[src/rtl/reg_file_mp_pkg.sv]
// Shared sizing, PC alias index and reset constants for the multi-port register file.
package reg_file_mp_pkg;

  localparam int DATA_W   = 32;
  localparam int NUM_REGS = 16;
  localparam int ADDR_W   = $clog2(NUM_REGS);
  localparam int NUM_RD   = 3;
  localparam int NUM_WR   = 4;
  localparam int PC_STEP  = 4;
  localparam int PC_IDX   = NUM_REGS - 1;

  localparam logic [DATA_W-1:0]   RST_WORD = {DATA_W{1'b0}};
  localparam logic [NUM_REGS-1:0] RST_BUSY = {NUM_REGS{1'b0}};
  localparam logic [NUM_RD-1:0]   RST_VLD  = {NUM_RD{1'b0}};

  // True when a packed address field selects register r.
  function automatic logic addr_is(input logic [ADDR_W-1:0] addr, input int r);
    return (addr == ADDR_W'(r));
  endfunction

endpackage

[src/rtl/reg_file_mp_if.sv]
// Issue-side bus of the register file: read/write/reserve ports, PC and CPSR controls.
interface reg_file_mp_if;
  import reg_file_mp_pkg::*;

  logic [NUM_RD-1:0]          rd_en;
  logic [NUM_RD*ADDR_W-1:0]   rd_addr;
  logic [NUM_RD*DATA_W-1:0]   rd_data;
  logic [NUM_RD-1:0]          rd_valid;
  logic [NUM_WR-1:0]          wr_en;
  logic [NUM_WR*ADDR_W-1:0]   wr_addr;
  logic [NUM_WR*DATA_W-1:0]   wr_data;
  logic [NUM_WR-1:0]          rsv_en;
  logic [NUM_WR*ADDR_W-1:0]   rsv_addr;
  logic [NUM_REGS-1:0]        busy;
  logic                       pc_write;
  logic [DATA_W-1:0]          pc_update;
  logic                       pc_inc;
  logic [DATA_W-1:0]          pc;
  logic                       cpsr_write;
  logic [DATA_W-1:0]          cpsr_update;
  logic [DATA_W-1:0]          cpsr;

  modport master (
    output rd_en, rd_addr, wr_en, wr_addr, wr_data, rsv_en, rsv_addr,
           pc_write, pc_update, pc_inc, cpsr_write, cpsr_update,
    input  rd_data, rd_valid, busy, pc, cpsr
  );

  modport slave (
    input  rd_en, rd_addr, wr_en, wr_addr, wr_data, rsv_en, rsv_addr,
           pc_write, pc_update, pc_inc, cpsr_write, cpsr_update,
    output rd_data, rd_valid, busy, pc, cpsr
  );

endinterface

[src/rtl/reg_file_wr_arb.sv]
// Per-register write-port select: the highest-indexed enabled port addressing a register wins.
module reg_file_wr_arb
  import reg_file_mp_pkg::*;
(
  input  logic [NUM_WR-1:0]                    wr_en_i,
  input  logic [NUM_WR*ADDR_W-1:0]             wr_addr_i,
  input  logic [NUM_WR*DATA_W-1:0]             wr_data_i,
  output logic [NUM_REGS-1:0]                  hit_o,
  output logic [NUM_REGS-1:0][DATA_W-1:0]      data_o
);

  // Ascending port scan so later (higher) ports overwrite earlier selections.
  always_comb begin
    hit_o  = RST_BUSY;
    data_o = '0;
    for (int r = 0; r < NUM_REGS; r++) begin
      for (int w = 0; w < NUM_WR; w++) begin
        hit_o[r]  = hit_o[r] | (wr_en_i[w] & addr_is(wr_addr_i[w*ADDR_W +: ADDR_W], r));
        data_o[r] = (wr_en_i[w] & addr_is(wr_addr_i[w*ADDR_W +: ADDR_W], r))
                    ? wr_data_i[w*DATA_W +: DATA_W] : data_o[r];
      end
    end
  end

endmodule

[src/rtl/reg_file_mp.sv]
// Multi-port register file with PC alias, CPSR, busy scoreboard and registered read ports.
// Define REG_FILE_MP_BYPASS_EN to forward same-cycle write data to reads.
module reg_file_mp (
  input  logic         clk,
  input  logic         rst_n,
  reg_file_mp_if.slave bus
);
  import reg_file_mp_pkg::*;

  logic [NUM_REGS-1:0]              wr_hit_s;
  logic [NUM_REGS-1:0][DATA_W-1:0]  wr_sel_s;
  logic [NUM_REGS-1:0]              rsv_hit_s;
  logic [NUM_REGS-1:0][DATA_W-1:0]  view_s;
  logic [NUM_REGS-1:0][DATA_W-1:0]  src_s;
  logic [NUM_REGS-1:0]              ok_s;
  logic [PC_IDX-1:0][DATA_W-1:0]    regs_q, regs_d;
  logic [NUM_REGS-1:0]              busy_q, busy_d;
  logic [DATA_W-1:0]                pc_q, pc_d, cpsr_q, cpsr_d;
  logic [NUM_RD-1:0][DATA_W-1:0]    rd_data_q, rd_data_d;
  logic [NUM_RD-1:0]                rd_valid_q, rd_valid_d;

  reg_file_wr_arb u_wr_arb (
    .wr_en_i   (bus.wr_en),
    .wr_addr_i (bus.wr_addr),
    .wr_data_i (bus.wr_data),
    .hit_o     (wr_hit_s),
    .data_o    (wr_sel_s)
  );

  // Architectural view of every readable index; the top index aliases the PC.
  always_comb begin
    view_s = '0;
    for (int r = 0; r < PC_IDX; r++) begin
      view_s[r] = regs_q[r];
    end
    view_s[PC_IDX] = pc_q;
  end

`ifdef REG_FILE_MP_BYPASS_EN
  // A same-cycle write supplies the read and resolves a pending reservation.
  always_comb begin
    src_s = view_s;
    for (int r = 0; r < PC_IDX; r++) begin
      src_s[r] = wr_hit_s[r] ? wr_sel_s[r] : view_s[r];
    end
    if (bus.pc_write) begin
      src_s[PC_IDX] = bus.pc_update;
    end else begin
      src_s[PC_IDX] = wr_hit_s[PC_IDX] ? wr_sel_s[PC_IDX] : pc_q;
    end
    ok_s = ~busy_q | wr_hit_s;
  end
`else
  assign src_s = view_s;
  assign ok_s  = ~busy_q;
`endif

  // Reservation decode; the PC index is never reservable.
  always_comb begin
    rsv_hit_s = RST_BUSY;
    for (int r = 0; r < PC_IDX; r++) begin
      for (int w = 0; w < NUM_WR; w++) begin
        rsv_hit_s[r] = rsv_hit_s[r] | (bus.rsv_en[w] & addr_is(bus.rsv_addr[w*ADDR_W +: ADDR_W], r));
      end
    end
  end

  // Next state: storage, scoreboard (reserve beats clear), PC priority chain, CPSR.
  always_comb begin
    busy_d = RST_BUSY;
    regs_d = regs_q;
    for (int r = 0; r < PC_IDX; r++) begin
      busy_d[r] = rsv_hit_s[r] | (busy_q[r] & ~wr_hit_s[r]);
      regs_d[r] = wr_hit_s[r] ? wr_sel_s[r] : regs_q[r];
    end
    if (bus.pc_write) begin
      pc_d = bus.pc_update;
    end else if (wr_hit_s[PC_IDX]) begin
      pc_d = wr_sel_s[PC_IDX];
    end else if (bus.pc_inc) begin
      pc_d = pc_q + DATA_W'(PC_STEP);
    end else begin
      pc_d = pc_q;
    end
    cpsr_d = bus.cpsr_write ? bus.cpsr_update : cpsr_q;
  end

  // Read ports: stall on busy, hold data whenever no valid result is produced.
  always_comb begin
    rd_data_d  = rd_data_q;
    rd_valid_d = RST_VLD;
    for (int p = 0; p < NUM_RD; p++) begin
      if (bus.rd_en[p] && ok_s[bus.rd_addr[p*ADDR_W +: ADDR_W]]) begin
        rd_data_d[p]  = src_s[bus.rd_addr[p*ADDR_W +: ADDR_W]];
        rd_valid_d[p] = 1'b1;
      end else begin
        rd_data_d[p]  = rd_data_q[p];
        rd_valid_d[p] = 1'b0;
      end
    end
  end

  // State registers with asynchronous clear.
  always_ff @(posedge clk or negedge rst_n) begin
    if (!rst_n) begin
      regs_q     <= '0;
      busy_q     <= RST_BUSY;
      pc_q       <= RST_WORD;
      cpsr_q     <= RST_WORD;
      rd_data_q  <= '0;
      rd_valid_q <= RST_VLD;
    end else begin
      regs_q     <= regs_d;
      busy_q     <= busy_d;
      pc_q       <= pc_d;
      cpsr_q     <= cpsr_d;
      rd_data_q  <= rd_data_d;
      rd_valid_q <= rd_valid_d;
    end
  end

  assign bus.rd_data  = rd_data_q;
  assign bus.rd_valid = rd_valid_q;
  assign bus.busy     = busy_q;
  assign bus.pc       = pc_q;
  assign bus.cpsr     = cpsr_q;

endmodule

[src/flat_wrapper.sv]
// flat-port wrapper written by rule: the top's interface ports become plain ports
module reg_file_mp_flat import reg_file_mp_pkg::*;
  (clk, rst_n, bus_rd_en, bus_rd_addr, bus_wr_en, bus_wr_addr, bus_wr_data, bus_rsv_en, bus_rsv_addr, bus_pc_write, bus_pc_update, bus_pc_inc, bus_cpsr_write, bus_cpsr_update, bus_rd_data, bus_rd_valid, bus_busy, bus_pc, bus_cpsr);
  reg_file_mp_if bus_i ();
  input  logic clk;
  input  logic rst_n;
  input wire logic [$bits(bus_i.rd_en)-1:0] bus_rd_en;
  input wire logic [$bits(bus_i.rd_addr)-1:0] bus_rd_addr;
  input wire logic [$bits(bus_i.wr_en)-1:0] bus_wr_en;
  input wire logic [$bits(bus_i.wr_addr)-1:0] bus_wr_addr;
  input wire logic [$bits(bus_i.wr_data)-1:0] bus_wr_data;
  input wire logic [$bits(bus_i.rsv_en)-1:0] bus_rsv_en;
  input wire logic [$bits(bus_i.rsv_addr)-1:0] bus_rsv_addr;
  input wire logic [$bits(bus_i.pc_write)-1:0] bus_pc_write;
  input wire logic [$bits(bus_i.pc_update)-1:0] bus_pc_update;
  input wire logic [$bits(bus_i.pc_inc)-1:0] bus_pc_inc;
  input wire logic [$bits(bus_i.cpsr_write)-1:0] bus_cpsr_write;
  input wire logic [$bits(bus_i.cpsr_update)-1:0] bus_cpsr_update;
  output wire logic [$bits(bus_i.rd_data)-1:0] bus_rd_data;
  output wire logic [$bits(bus_i.rd_valid)-1:0] bus_rd_valid;
  output wire logic [$bits(bus_i.busy)-1:0] bus_busy;
  output wire logic [$bits(bus_i.pc)-1:0] bus_pc;
  output wire logic [$bits(bus_i.cpsr)-1:0] bus_cpsr;
  assign bus_i.rd_en = bus_rd_en;
  assign bus_i.rd_addr = bus_rd_addr;
  assign bus_i.wr_en = bus_wr_en;
  assign bus_i.wr_addr = bus_wr_addr;
  assign bus_i.wr_data = bus_wr_data;
  assign bus_i.rsv_en = bus_rsv_en;
  assign bus_i.rsv_addr = bus_rsv_addr;
  assign bus_i.pc_write = bus_pc_write;
  assign bus_i.pc_update = bus_pc_update;
  assign bus_i.pc_inc = bus_pc_inc;
  assign bus_i.cpsr_write = bus_cpsr_write;
  assign bus_i.cpsr_update = bus_cpsr_update;
  assign bus_rd_data = bus_i.rd_data;
  assign bus_rd_valid = bus_i.rd_valid;
  assign bus_busy = bus_i.busy;
  assign bus_pc = bus_i.pc;
  assign bus_cpsr = bus_i.cpsr;
  reg_file_mp u_core (.clk(clk), .rst_n(rst_n), .bus(bus_i));
endmodule
[config.mk]
export PLATFORM = sky130hd
export DESIGN_NAME = reg_file_mp_flat
export DESIGN_NICKNAME = d
export VERILOG_FILES = /design/src/rtl/reg_file_mp_pkg.sv /design/src/rtl/reg_file_mp_if.sv /design/src/rtl/reg_file_wr_arb.sv /design/src/rtl/reg_file_mp.sv /design/src/flat_wrapper.sv
export SDC_FILE = /design/constraint.sdc
export NUM_CORES = 2
export LEC_CHECK = 0
export BUFFER_PORTS_ARGS = -buffer_cell sky130_fd_sc_hd__buf_2
export CELL_PAD_IN_SITES_DETAIL_PLACEMENT = 1
export CELL_PAD_IN_SITES_GLOBAL_PLACEMENT = 1
export CORE_MARGIN = 3
export CORE_UTILIZATION = 40
export CTS_CLUSTER_SIZE = 16
export DETAILED_ROUTE_END_ITERATION = 8
export PLACE_DENSITY = 0.71
export REMOVE_ABC_BUFFERS = 1
export SYNTH_ARGS = -nofsm -noshare
export SYNTH_HDL_FRONTEND = slang
export SYNTH_SLANG_ARGS = --single-unit
[constraint.sdc]
create_clock -name clk -period 2.6 [get_ports clk]
set_input_delay 0 -clock clk [delete_from_list [all_inputs] [get_ports clk]]
set_output_delay 0 -clock clk [all_outputs]
set_load 0.01 [all_outputs]
# ---- Yosys cells after proc, flatten, opt, wreduce, memory -nomap -nowiden
# Cells that the tools add are included.
dict set report word_totals {
  out_inout_bits 179
  in_bits 252
  regBits 658
  word_cells 499
}
dict set report op_classes {
  magnitude_cmp 3
  mux 82
  addsub 1
  eq_ne 116
  reduce_logical 12
  n_bitwise 263
}
# op count
set ops {}
lappend ops {{2-to-1 mux 32 bit} 70}
lappend ops {{binary-select mux 32 bit (select 4 bit)} 3}
lappend ops {{== test 4 bit, second input constant} 60}
lappend ops {{bitwise AND 1 bit} 139}
lappend ops {{== test 4 x 3 -> 1 bit, second input constant} 32}
lappend ops {{OR 1 bit} 108}
lappend ops {{== test 4 x 2 -> 1 bit, second input constant} 16}
lappend ops {{adder 32 x 3 -> 32 bit, second input constant} 1}
lappend ops {{== test 4 x 1 -> 1 bit, second input constant} 8}
lappend ops {{zero test 4 bit} 8}
lappend ops {{inverter 15 -> 16 bit} 1}
lappend ops {{< comparator 4 x 5 -> 1 bit, second input constant} 3}
lappend ops {{inverter 1 bit} 15}
lappend ops {{binary-select mux 1 bit (select 4 bit)} 3}
lappend ops {{2-to-1 mux 1 bit} 6}
lappend ops {{logical AND 1 bit} 3}
lappend ops {{nonzero test 3 bit} 1}

# ---- Depth between registers and ports, before layout
dict set report logic_depth {
  word_depth 8
  mapped_depth 9
  ltp_nobuf 7
}

# ---- Hierarchy
# From an unflattened synthesis, not the netlist that was laid out.
dict set report hier_totals {
  hier_cells 5577
  area_unflattened_um2 54901.4
}
# mod n_inst area_each_um2 cells_per_inst
set by_module_without_submodules {}
lappend by_module_without_submodules {reg_file_mp 1 37638.6 2604}
lappend by_module_without_submodules {reg_file_wr_arb 1 17262.8 2973}

# ---- Worst setup path after synthesis
# No wires, ideal clock.
dict set report synth_timing {
  kind {register to register}
  start {register u_core.pc_q[2] (netlist: u_core.bus.pc[2])}
  end {register u_core.pc_q[22] (netlist: u_core.bus.pc[22])}
  period_less_slack_ns 2.191
  stages_incl_launch_ff 8
  path_slack_ns 0.409
  setup_ns 0.126
  arrival_time_ns 2.065
  path_cell_list {dfrtp_1 > ha_1 > nand4_1 > nor4_4 > nand3_1 > mux2_2 > a221oi_1 > nor2_1}
}
dict set report synth_via {
  elab_chain_len 4
}
# element line_no
set synth_rtl {}
lappend synth_rtl {{start: declaration} reg_file_mp.sv:18} ;# logic [DATA_W-1:0] pc_q, pc_d, cpsr_q, cpsr_d;
lappend synth_rtl {{start signal: assignment} reg_file_mp.sv:115} ;# pc_q <= pc_d;
lappend synth_rtl {{adder 32 x 3 -> 32 bit} reg_file_mp.sv:81} ;# pc_d = pc_q + DATA_W'(PC_STEP);
lappend synth_rtl {{2-to-1 mux 32 bit} reg_file_mp.sv:80} ;# end else if (bus.pc_inc) begin
lappend synth_rtl {{2-to-1 mux 32 bit} reg_file_mp.sv:78} ;# end else if (wr_hit_s[PC_IDX]) begin
lappend synth_rtl {{2-to-1 mux 32 bit} reg_file_mp.sv:76} ;# if (bus.pc_write) begin
# No other way between the ends. The select of a mux whose other input is x is not followed.
# A chain may end at the register's enable or synchronous reset.

# ---- Worst setup path after layout
dict set report layout_timing {
  start {register u_core.pc_q[10] (netlist: u_core.bus.pc[10])}
  end {register u_core.pc_q[18] (netlist: u_core.bus.pc[18])}
}
# Same word-level chain as after synthesis.

==> metrics.md <==
| Metric | Value |
|---|---|
| Nets | `between 6000 and 7000` |
| FMAX | `0.389 GHz` |
| Share of the synthesized area in the top cell type | `32.2%` |
| Share of flip-flops with an asynchronous set or reset | `between 90% and 100%` |
| Share of layout cells above drive strength 1 | `between 20% and 30%` |
| Violations in the final reports | `design-rule violations` |
| Syn. warnings | `0` |
| Initial antenna violation count | `30` |
| Setup Skew | `just over 0.03 ns` |
| Crit start category | `flip-flop` |
| Worst-path maximum fanout | `10` |
| Final non-filler cell area | `0.0640 mm2` |
| CP max stage delay | `between 0.6 and 0.7 ns` |
| Pins Over Slew Limit | `0` |
| RD Place Congestion | `1.04` |
| Io pins | `approximately 430` |
| DRC errors left | `6` |
| Root Buffer Master | `clkbuf_16` |
| Rel. slew slack | `between 30% and 40%` |
| Status | `finished, violations left` |
| First DRT Iteration DRCs | `roughly 8900` |
| Sequential cell area fraction in the yosys report | `approximately a third` |
| Die area | `about 0.13 mm2` |
| Register area | `0.0165 mm2` |
| Minimum clock period | `about 2.6 ns` |
| CP max-delay cell | `dfrtp_1` |
| CTS sink count | `approximately 660` |
| Setup tns final | `0 ns` |
| Pwr dens | `668 mW/mm2` |
| GRT Residual Overflow | `0` |
| Worst hold slack | `0.0549 ns` |
| Critical Path End Type | `flip-flop` |
| Max Cap Viol | `0` |
| Finished Layout Cells | `around 7700` |
| Setup CP Type | `flip-flop to flip-flop` |
| Placed instance area | `~0.057 mm2` |
| Clock Pin Slew Worst Setup and Hold Paths | `approximately 0.060 ns` |
| Worst path required time | `~3.2 ns` |
| Peak VDD IR | `roughly 0.5 mV` |
| Number of buffers created by CTS | `just over 80` |
| Final setup violation count | `0` |
| CTS tree | `built` |
| Layout area overhead | `25.2%` |
| Row count | `between 100 and 150` |
| Filler cell count | `between 10000 and 15000` |
| Critical Path, Cell by Cell | `inv_1 -> nor4_4 -> buf_4 -> nand3_1 -> nand2_1 -> o211ai_1 -> dlygate4sd3_1 -> o21a_1` |
| First-pass GRT wire length | `approximately 420000 um` |
| GRT Overall Usage | `~44%` |
| Total vias in the final route | `approximately 56000` |
| Final Hold Viols | `0` |
| Vias in the first global route | `around 57000` |
| Register bit total from synthesis | `~660` |
| Top cells by area, synth | `dfrtp_1 32%, mux4_2 22%, nand2_1 9.8%` |
| CTS max path bufs | `3` |
| Routed len/inst | `a little under 40 um` |
| Post-Synthesis Cells | `~5300` |
| Buf/Inv on CP | `3` |
| Dominant cell type by area after synthesis | `dfrtp_1` |
| Post-DRT Antenna Nets | `0` |
| Number of port buffers | `approximately 430` |
| Tightest Hold Check Type | `primary input to flip-flop` |
| Combined area of the multi-input logic cells | `approximately 0.033 mm2` |
| Chip height | `between 300 and 400 um` |
| CP top delay family | `buffers and inverters` |
| Routed vias/inst | `between 7 and 8` |
| Number of flops mapped to enable cells by yosys | `0` |
| RSZ-0062 raised after global routing | `no` |
| Core area | `0.126 mm2` |
| Initial Utilization | `about two fifths` |
| Crit share post-route | `between 90% and 100%` |
| Post-Syn Area per Cell | `approximately 9.7 um2` |
| Leading register cell type out of synthesis | `dfrtp_1` |
| Static leakage | `26.3 nW` |
| # placed instances | `between 7000 and 8000` |
| Worst slew pin tran | `1.03 ns` |
| Pin count of the biggest net entering global routing | `80` |
| Worst path arrival time | `roughly 3.2 ns` |
| Distinct cells, synth | `74` |
| Dpl hpwl | `195000 um` |
| WL final | `around 300000 um` |
| Area of the mapped netlist | `~0.051 mm2` |
| CTS H-Tree Depth | `3` |
| Initial DRT Pass Iterations | `9` |
| Die W | `around 360 um` |
| Skew-Pair Late Insertion Delay | `roughly 0.69 ns` |
[cell type report]
class	count	area share [%]
antenna	30	0.117
clock buffer	119	3.81
clock inverter	30	0.507
inverter	4	0.0235
multi-input combinational	4008	51.0
sequential	658	25.7
tap	1650	3.23
timing repair buffer	1168	15.6
[flip-flops by register name, summed over array words and instances, names as in the netlist]
| name | flops |
|---|---|
| u_core.bus.rd_data | 96 |
| u_core.bus.cpsr | 32 |
| u_core.bus.rd_valid | 3 |
| u_core.bus.busy | 15 |
| u_core.bus.pc | 32 |
| u_core.regs_q | 480 |
[cell families after synthesis]
logic type	Yosys count	synth area share, %
compound gates	1407	17.5
xor+xnor	2	0.0343
fa+ha+maj	1	0.0245
buf+inv	616	5.09
flops	658	32.2
mux	966	32.1
other cells	1	0.00734
simple gates	1631	13.0
[synthesized netlist by cell type, drive strengths merged, types with 12 or more instances]
master and n:
nor2 97, mux2 193, nand4 14, o211ai 287, a31oi 13, clkbuf 457, dfrtp 658, a22oi 143
o22ai 17, buf 155, nor2b 16, mux4 492, nand3b 15, nand3 40, a222oi 65, o21ai 464
and3 26, a21oi 292, mux2i 281, nand2b 14, and2 12, a221oi 25, nand2 1330, nor3 34
[per-layer routing]
layer | global-route usage [%] | routed length [um]
met1 | 55.4 | 106000
met2 | 63.5 | 124000
met5 | 0.363 | 214
met3 | 16.2 | 43600
met4 | 31.8 | 25900
[placed cells by master, fill, tap and decap left out, types with 25 or more instances in the layout]
master / n
dlygate4sd3_1: 369
buf_2: 419
o21ai_0: 444
dfrtp_1: 658
a222oi_1: 65
a221oi_1: 25
buf_4: 272
diode_2: 30
and3_1: 26
buf_12: 99
mux2_4: 87
mux4_2: 492
mux2_2: 106
nand2_1: 1315
clkbuf_16: 84
o211ai_1: 287
mux2i_1: 281
nor2_1: 64
a21oi_1: 292
nor2_4: 26
a22oi_1: 143
nand3_1: 40
[what timing repair did]
action | in CTS | in global routing
hold endpoints to repair | 1251 | 0
setup buffers | 0 | 3
hold buffers | 370 | 0
gates resized for setup | 0 | 4
endpoints found under the setup margin | 0 | 4
[worst register-to-register path, delay by kind of cell, from the launching register on]
family,cells,cell delay [ns]
AND/OR/NAND/NOR,3,0.58
flip-flops,1,0.65
AO/OA/AOI/OAI,2,0.21
buffers and inverters,3,1.04
[power by group]
part	internal, W	switching [W]
Combinational	0.00745	0.00692
Clock	0.00700	0.00523
Sequential	0.0130	0.00310
Total	0.0274	0.0153
[worst paths after layout]
kind | startpoint | to | slack [ns] | depth (start not counted)
max | u_core.bus.pc[10] | u_core.bus.pc[18] | 0.03 | 8
min | bus_rd_addr[7] | u_core.bus.rd_valid[1] | 0.05 | 4
max reg2reg | u_core.bus.pc[10] | u_core.bus.pc[18] | 0.03 | 8
min reg2reg | u_core.bus.rd_data[18] | u_core.bus.rd_data[18] | 0.51 | 1
max in group asynchronous | rst_n | u_core.bus.rd_data[18] | 1.89 | 3
min in group asynchronous | rst_n | u_core.regs_q[474] | 0.21 | 3
[stage by stage]
step / util (%) / total power, W / setup slack [ns]
2_1_floorplan: - / 0.0229 / -1.56
4_1_cts: 50.6 / 0.0421 / 0.0863
6_report: 50.7 / 0.0427 / 0.0262
3_5_place_dp: 45.4 / 0.0294 / 0.220
3_3_place_gp: 45.4 / 0.0287 / 0.227
5_1_grt: 50.6 / 0.0441 / 0.00197
(Power assumes the default switching activity.)
